$ cat src/rtl/tone_pkg.sv
// Shared constants for the tone generator: note frequency table and the
// elaboration-time half-period calculation used to size and fill the ROM.
package tone_pkg;

   localparam logic [3:0] TONE_SILENT = 4'd0;

   // C4..C6 major scale in Hz; entry 0 is the silent code.
   localparam int unsigned NOTE_HZ [16] = '{
      0,   262, 294, 330, 349, 392, 440, 494,
      523, 587, 659, 698, 784, 880, 988, 1047
   };

   function automatic int unsigned half_period(input int unsigned clk_hz,
                                               input logic [3:0]  code);
      if (code == TONE_SILENT) begin
         return 0;
      end
      return clk_hz / (2 * NOTE_HZ[code]);
   endfunction

endpackage

$ cat src/rtl/tone_rom.sv
// Combinational note-code to half-period lookup; every entry is a
// constant folded at elaboration from the package frequency table.
module tone_rom
   import tone_pkg::*;
#(
   parameter int unsigned CLK_FREQ_HZ = 1_000_000,
   parameter int          CNT_W       = 11
) (
   input  logic [3:0]       code_i,
   output logic [CNT_W-1:0] half_o
);

   logic [CNT_W-1:0] rom [16];

   for (genvar k = 0; k < 16; k++) begin : g_rom
      assign rom[k] = CNT_W'(half_period(CLK_FREQ_HZ, 4'(k)));
   end

   assign half_o = rom[code_i];

endmodule

$ cat src/rtl/tone_converter.sv
// 50 %-duty square-wave generator: a half-period counter toggles the
// registered output; any silence or note change restarts the phase.
module tone_converter
   import tone_pkg::*;
#(
   parameter int unsigned CLK_FREQ_HZ = 1_000_000,
   // +1 so the largest half-period itself always fits, not just its count.
   parameter int          CNT_W       = $clog2(half_period(CLK_FREQ_HZ, 4'd1) + 1)
) (
   input  logic       CLK,
   input  logic       RST,
   input  logic       EN,
   input  logic [3:0] B_in,
   output logic       D_out
);

   logic [CNT_W-1:0] cnt_q,  cnt_d;
   logic [3:0]       code_q, code_d;
   logic             tone_q, tone_d;
   logic [CNT_W-1:0] half;
   logic             restart;

   tone_rom #(
      .CLK_FREQ_HZ (CLK_FREQ_HZ),
      .CNT_W       (CNT_W)
   ) u_rom (
      .code_i (B_in),
      .half_o (half)
   );

   assign restart = !EN || (B_in == TONE_SILENT) || (B_in != code_q);

   // NOTE: defaults first so every path assigns every output -- no latches.
   always_comb begin
      cnt_d  = cnt_q + CNT_W'(1);
      code_d = code_q;
      tone_d = tone_q;
      if (restart) begin
         cnt_d  = '0;
         tone_d = 1'b0;
         code_d = B_in;
      end else if (cnt_q == half - CNT_W'(1)) begin
         cnt_d  = '0;
         tone_d = ~tone_q;
      end
   end

   // NOTE: state registers use non-blocking assignments only.
   always_ff @(posedge CLK or negedge RST) begin
      if (!RST) begin
         cnt_q  <= '0;
         code_q <= TONE_SILENT;
         tone_q <= 1'b0;
      end else begin
         cnt_q  <= cnt_d;
         code_q <= code_d;
         tone_q <= tone_d;
      end
   end

   assign D_out = tone_q;

endmodule

$ cat config.mk
export PLATFORM = sky130hd
export DESIGN_NAME = tone_converter
export DESIGN_NICKNAME = d
export VERILOG_FILES = /design/src/rtl/tone_pkg.sv /design/src/rtl/tone_rom.sv /design/src/rtl/tone_converter.sv
export SDC_FILE = /design/constraint.sdc
export NUM_CORES = 1
export LEC_CHECK = 0
export BUFFER_PORTS_ARGS = -buffer_cell sky130_fd_sc_hd__clkbuf_2
export CORE_AREA = 2 2 68 70
export CTS_BUF_LIST = sky130_fd_sc_hd__clkbuf_8
export DETAILED_ROUTE_END_ITERATION = 8
export DIE_AREA = 0 0 70 72
export PLACE_DENSITY = 0.58
export SKIP_LAST_GASP = 1
export SYNTH_ARGS = -nofsm -noshare
export SYNTH_HDL_FRONTEND = slang
export SYNTH_SLANG_ARGS = --single-unit
$ cat constraint.sdc
create_clock -name CLK -period 2.12 [get_ports CLK]
set_input_delay 0.424 -clock CLK [delete_from_list [all_inputs] [get_ports CLK]]
set_output_delay 0.424 -clock CLK [all_outputs]
set_load 0.01 [all_outputs]
---- After elaboration in Yosys (flattened, before gate mapping) ----
Memory sizes are Yosys's and may differ from the RTL's.
Cells that the tools add are included.
operators by class
  add/sub/neg operators ................... 2
  order comparisons ....................... 1
  reductions and logical operators ........ 5
  multiplexer cells ....................... 6
  bitwise operators ....................... 2
  equality and inequality tests ........... 2
operator list
  operator                                                   number
  two-way mux 11 bit                                         4
  adder 11 x 1 -> 11 bit (second input constant)             1
  == test 11 bit                                             1
  subtractor 11 x 1 -> 11 bit (second input constant)        1
  greater-or-equal comparator 5 bit (second input constant)  1
  inverter 4 -> 5 bit                                        1
  logical NOT 4 bit                                          1
  inequality test 4 bit                                      1
  logical OR 1 bit                                           2
  two-way mux 1 bit                                          2
  nonzero test 2 bit                                         1
  logical NOT 1 bit                                          1
  inverter 1 bit                                             1
storage, ports and cells
  output and inout bits ................... 1
  flip-flop bits (word level) ............. 16
  bits in read-only memories .............. 176
  logic and storage cells ................. 22
  memories kept ........................... 1
memory list
  name              words  bits a word  read ports  clocked after memory_dff  write ports  line            source
  (name not given)  16     11           1           0                         0            tone_rom.sv:19  assign half_o = rom[code_i];

---- Depth between registers and ports, before layout ----
  depth in word-level cells ............... 8
  depth in mapped cells ................... 15

---- Hierarchy ----
Synthesis repeated with hierarchy kept, for this count alone.
unflattened totals
  cells, all modules ...................... 177
  area, all modules ....................... 1478.9 um^2
by module, submodules not included
  module          instances  cells each  area an instance (um^2)  sequential area each (um^2)
  tone_converter  1          124         1096.1                   400.4
  tone_rom        1          53          382.9                    0.0

---- Worst setup path before layout ----
OpenSTA, ideal clock, no wires.
  kind .................................... input port to flip-flop
  from .................................... input B_in[2]
  to ...................................... register cnt_q[2]
  path buffers ............................ 4
  cell stages on the path ................. 15
  setup slack ............................. -1.041 ns
  required time ........................... 1.999 ns
  data arrival time ....................... 3.040 ns
  cells stage by stage .................... buf_4 -> buf_2 -> buf_2 -> mux2i_1 -> nand2_1 -> o21ai_0 -> ha_1 -> and4_1 -> o21a_1 -> or4b_1 -> a31oi_1 -> o311ai_1 -> o21ai_1 -> buf_2 -> nor2_1
between the ends
  cells in the longest elaborated chain, start to end .. 8
  elaborated cells between the ends (all ways) .. 12
  classes of those cells .................. add/sub: 1; eq/ne: 2; mux: 4; bitwise: 1; reduce/logical: 3; memory: 1
RTL lines
  item                                                   line                  source
  start, declared                                        tone_converter.sv:13  input logic [3:0] B_in,
  inverter 4 -> 5 bit (not written as such)              tone_rom.sv:19
  memory read (16 x 11 bit)                              -
  two-way mux 11 bit (not written as such) (2 in a row)  tone_rom.sv:19
  subtractor 11 x 1 -> 11 bit                            tone_converter.sv:42  end else if (cnt_q == half - CNT_W'(1)) begin
  == test 11 bit                                         tone_converter.sv:42
  two-way mux 11 bit                                     tone_converter.sv:42
  two-way mux 11 bit (*)                                 tone_converter.sv:38  if (restart) begin
  named net cnt_d[2]                                     tone_converter.sv:17  logic [CNT_W-1:0] cnt_q, cnt_d;
  end signal, assigned                                   tone_converter.sv:55  cnt_q <= cnt_d;
  end, declared                                          tone_converter.sv:17
The timed path passes the listed nets; every way through them passes the cells marked *. The select of a mux whose other input is x is not followed.
A chain may end at the register's enable or synchronous reset.

---- Worst setup path after layout ----
  from .................................... input B_in[1]
  to ...................................... register cnt_q[3]
The elaborated chain is that of the path after synthesis.

==> out/qor.yml <==
yosys.area.top_type: "dfrtp_1"
seq_power_share: 0.353
place_ws_ns: -1.05
synthFlopType: "dfrtp_1"
synth_area_mm2: 0.00152
slowest_stage: "or4b_1"
dr.pass1.iters: 4
slew_headroom: 0.716
post-place-cells: 271
met1_usage: 0.215
multiInputGateArea_mm2: 0.00112
hold_violations: 0
dieArea_mm2: 0.00504
gr-usage-met2: 0.272
rsz0062_at_grt: "true"
grt_use_met3: 0.0194
hold_ws_ns: 0.0862
htree_levels: 1
ys_ff_latch: 16
grt_pass1_wl_um: 6600
fin_crit_ns: 2.87
grt_start_max_net_pins: 27
grt_util_all_layers: 0.164
status: "finished with violations"
dpl_cell_area_mm2: 0.00188
p_sw_frac: 0.276
drt_wl_total_um: 3760
synthArstFlopShare: 1.00
antenna_found_initial: 0
p_int_mw: 0.641
die_h_um: 72
fin_crit_sh: 1.35
cp.required_ns: 2.25
antennaDiodeCount: 0
tritoncts: "built"
p_leak_nw: 0.910
syn_area_per_cell_um2: 8.11
ys_types: 47
setup_violations: 12
yosys_warnings: 0
drive_gt1_frac: 0.369
globalplace.congestion: 0.831
dieWidth_um: 70
crit_family: "simple AND/OR/NAND/NOR gates"
synth_top_area_frac: 0.264
clk_pin_slew_ns: 0.06
drv_slew: 0
fin_skew_ns: 0.00351
max_freq_mhz: 349
drv_cap: 0
max-vdd-ir-drop_mv: 0.414
syn_to_final_growth_pct: 39.5
finalInstanceArea_mm2: 0.00212
path_cells: "clkbuf_16 -> inv_8 -> ha_4 -> nand2_2 -> a21o_1 -> nand2_1 -> ha_2 -> and4b_4 -> o21a_1 -> or4b_1 -> a31oi_1 -> o311ai_2 -> o21ai_2 -> buf_6 -> nor2_1"
io_buffers: 7
power.switching_mw: 0.245
core-area_mm2: 0.00426
fin_ws_ns: -0.747
hold_path.class: "input port to asynchronous set/reset pin"
avgViaCountPerCell: 5.15
ios: 8
yosysSeqAreaShare: 0.264
cp_max_fo: 6
combPwrFrac: 0.355
synth-edff-count: 0
synthesis.nets: 203
criticalPathCategory: "input port to flop"
initial_core_util: 0.356
critical_path.max_stage_delay_ns: 0.51
power_mw: 0.886
cts_made_buffers: 3
overflow: 0
synth_area_leaders: "dfrtp_1 26%, ha_1 7.4%, xnor2_1 6.4%, nor2_1 5.7%, xor2_1 5.2%"
detail-route-antenna-nets: 0
power_density_mw_per_mm2: 419
numClockSinks: 16
end_kind: "flop"
fill_cells: 427
num_vias: 1469
fin_nets: 250
clock_latency_ns: 0.25
seq_area_um2: 400
place_hpwl_um: 2810
critPathBufInv: 3
tightest_slew_ns: 0.422
cts_max_path_buffers: 2
drcViolationCount: 0
cp_data_arrival_time_ns: 3.00
fin_cells: 285
synthCells: 187
cts-root-buf: "clkbuf_8"
std_cell_rows: 24
p_clk_frac: 0.292
grt_pass1_vias: 1457
drt_iter0_drc: 67
top_usage_layer: "met2"
violations: "negative setup slack"
worst_setup_path_start_kind: "input port"
post_drt_wl_per_cell_um: 13.2
==> per-stage QoR <==
step	util	TNS, ns
after floorplan	-	-9.06
after global placement	0.440	-11.69
after detailed placement	0.440	-12.20
after CTS	0.489	-8.99
final	0.496	-8.75
after global routing	0.496	-10.44
==> power groups by stage <==
stage	Combinational (mW)	Sequential, mW	Clock (mW)
3_3_place_gp	0.267	0.317	0
4_1_cts	0.300	0.312	0.270
5_1_grt	0.344	0.313	0.280
6_report	0.314	0.312	0.259
3_5_place_dp	0.268	0.318	0
2_1_floorplan	0.172	0.317	0
==> sequential cells by signal, indices dropped and copies added, names as in the netlist <==
register  flops
D_out         1
cnt_q        11
code_q        4
==> synthesized netlist by cell type, drive strengths merged, types with 2 or more instances <==
library cell,count
mux2i,3
inv,6
and3,3
a21oi,5
nand4,3
or4b,2
dfrtp,16
buf,7
a211oi,2
and2,3
or3,3
a31o,2
ha,9
o21a,2
xnor2,12
o21ai,8
nor2b,3
a31oi,6
nor2,23
xor2,9
o31ai,2
or2,2
mux2,3
a21o,2
clkbuf,6
nand3,8
nand2,12
nor3,8
nand2b,6
==> what timing repair did <==
action	in CTS	in global routing
cloned	1	0
resized for setup	21	7
endpoints found under the setup margin	12	12
hold buffers	0	0
pin swaps	19	10
buffers inserted	8	1
hold endpoints to repair	0	0
==> worst register-to-register path, stage by stage, from the launching register on <==
cell,delay [ns]
dfrtp_1,0.38
or4_1,0.16
nand3b_1,0.07
or4b_1,0.50
a31oi_1,0.17
o311ai_2,0.16
o21ai_2,0.24
buf_6,0.17
nor2_1,0.04
==> cell usage in the layout, fill, tap and decap left out, drive strengths merged, types with 8 or more instances in the layout <==
cell type   n
nor3        8
xnor2      12
clkbuf     10
ha          9
o21ai       8
nand3       8
nor2       23
xor2        9
nand2      12
buf        49
dfrtp      16
==> worst paths after layout <==
kind	startpoint	end	slack, ns	depth (start not counted)
worst min register to register	cnt_q[0]	cnt_q[0]	0.51	1
worst min-delay path	RST	cnt_q[10]	0.09	1
max in group asynchronous	RST	cnt_q[3]	1.76	1
worst max register to register	cnt_q[10]	cnt_q[3]	0.11	8
min in group CLK	B_in[1]	code_q[1]	0.44	2
worst max-delay path	B_in[1]	cnt_q[3]	-0.75	15
==> routing by layer <==
metal	vias to the layer above	part of all wire	wire [µm]
li1	750	-	-
met1	679	0.47	1750
met2	29	0.47	1780
met3	11	0.031	117
met4	0	0.029	108
met5	-	0	0
==> layout make-up <==
cell class / count / share of cell area
Multi-Input combinational cell: 152 / 0.530
Timing Repair Buffer: 55 / 0.209
Sequential cell: 16 / 0.189
Tap cell: 52 / 0.0308
Clock buffer: 4 / 0.0260
Inverter: 6 / 0.0154
==> kinds of logic after synthesis <==
kind of cell / count (synthesis) / share of synthesized area
and+or+nand+nor: 81 / 0.283
AOI/OAI and AO/OA: 35 / 0.154
xor gates and xnor gates: 21 / 0.126
buffers and inverters: 19 / 0.0561
DFF: 16 / 0.264
adders and majority gates: 9 / 0.0743
muxes: 6 / 0.0421
Note: power is estimated with default switching activity, not from simulation.
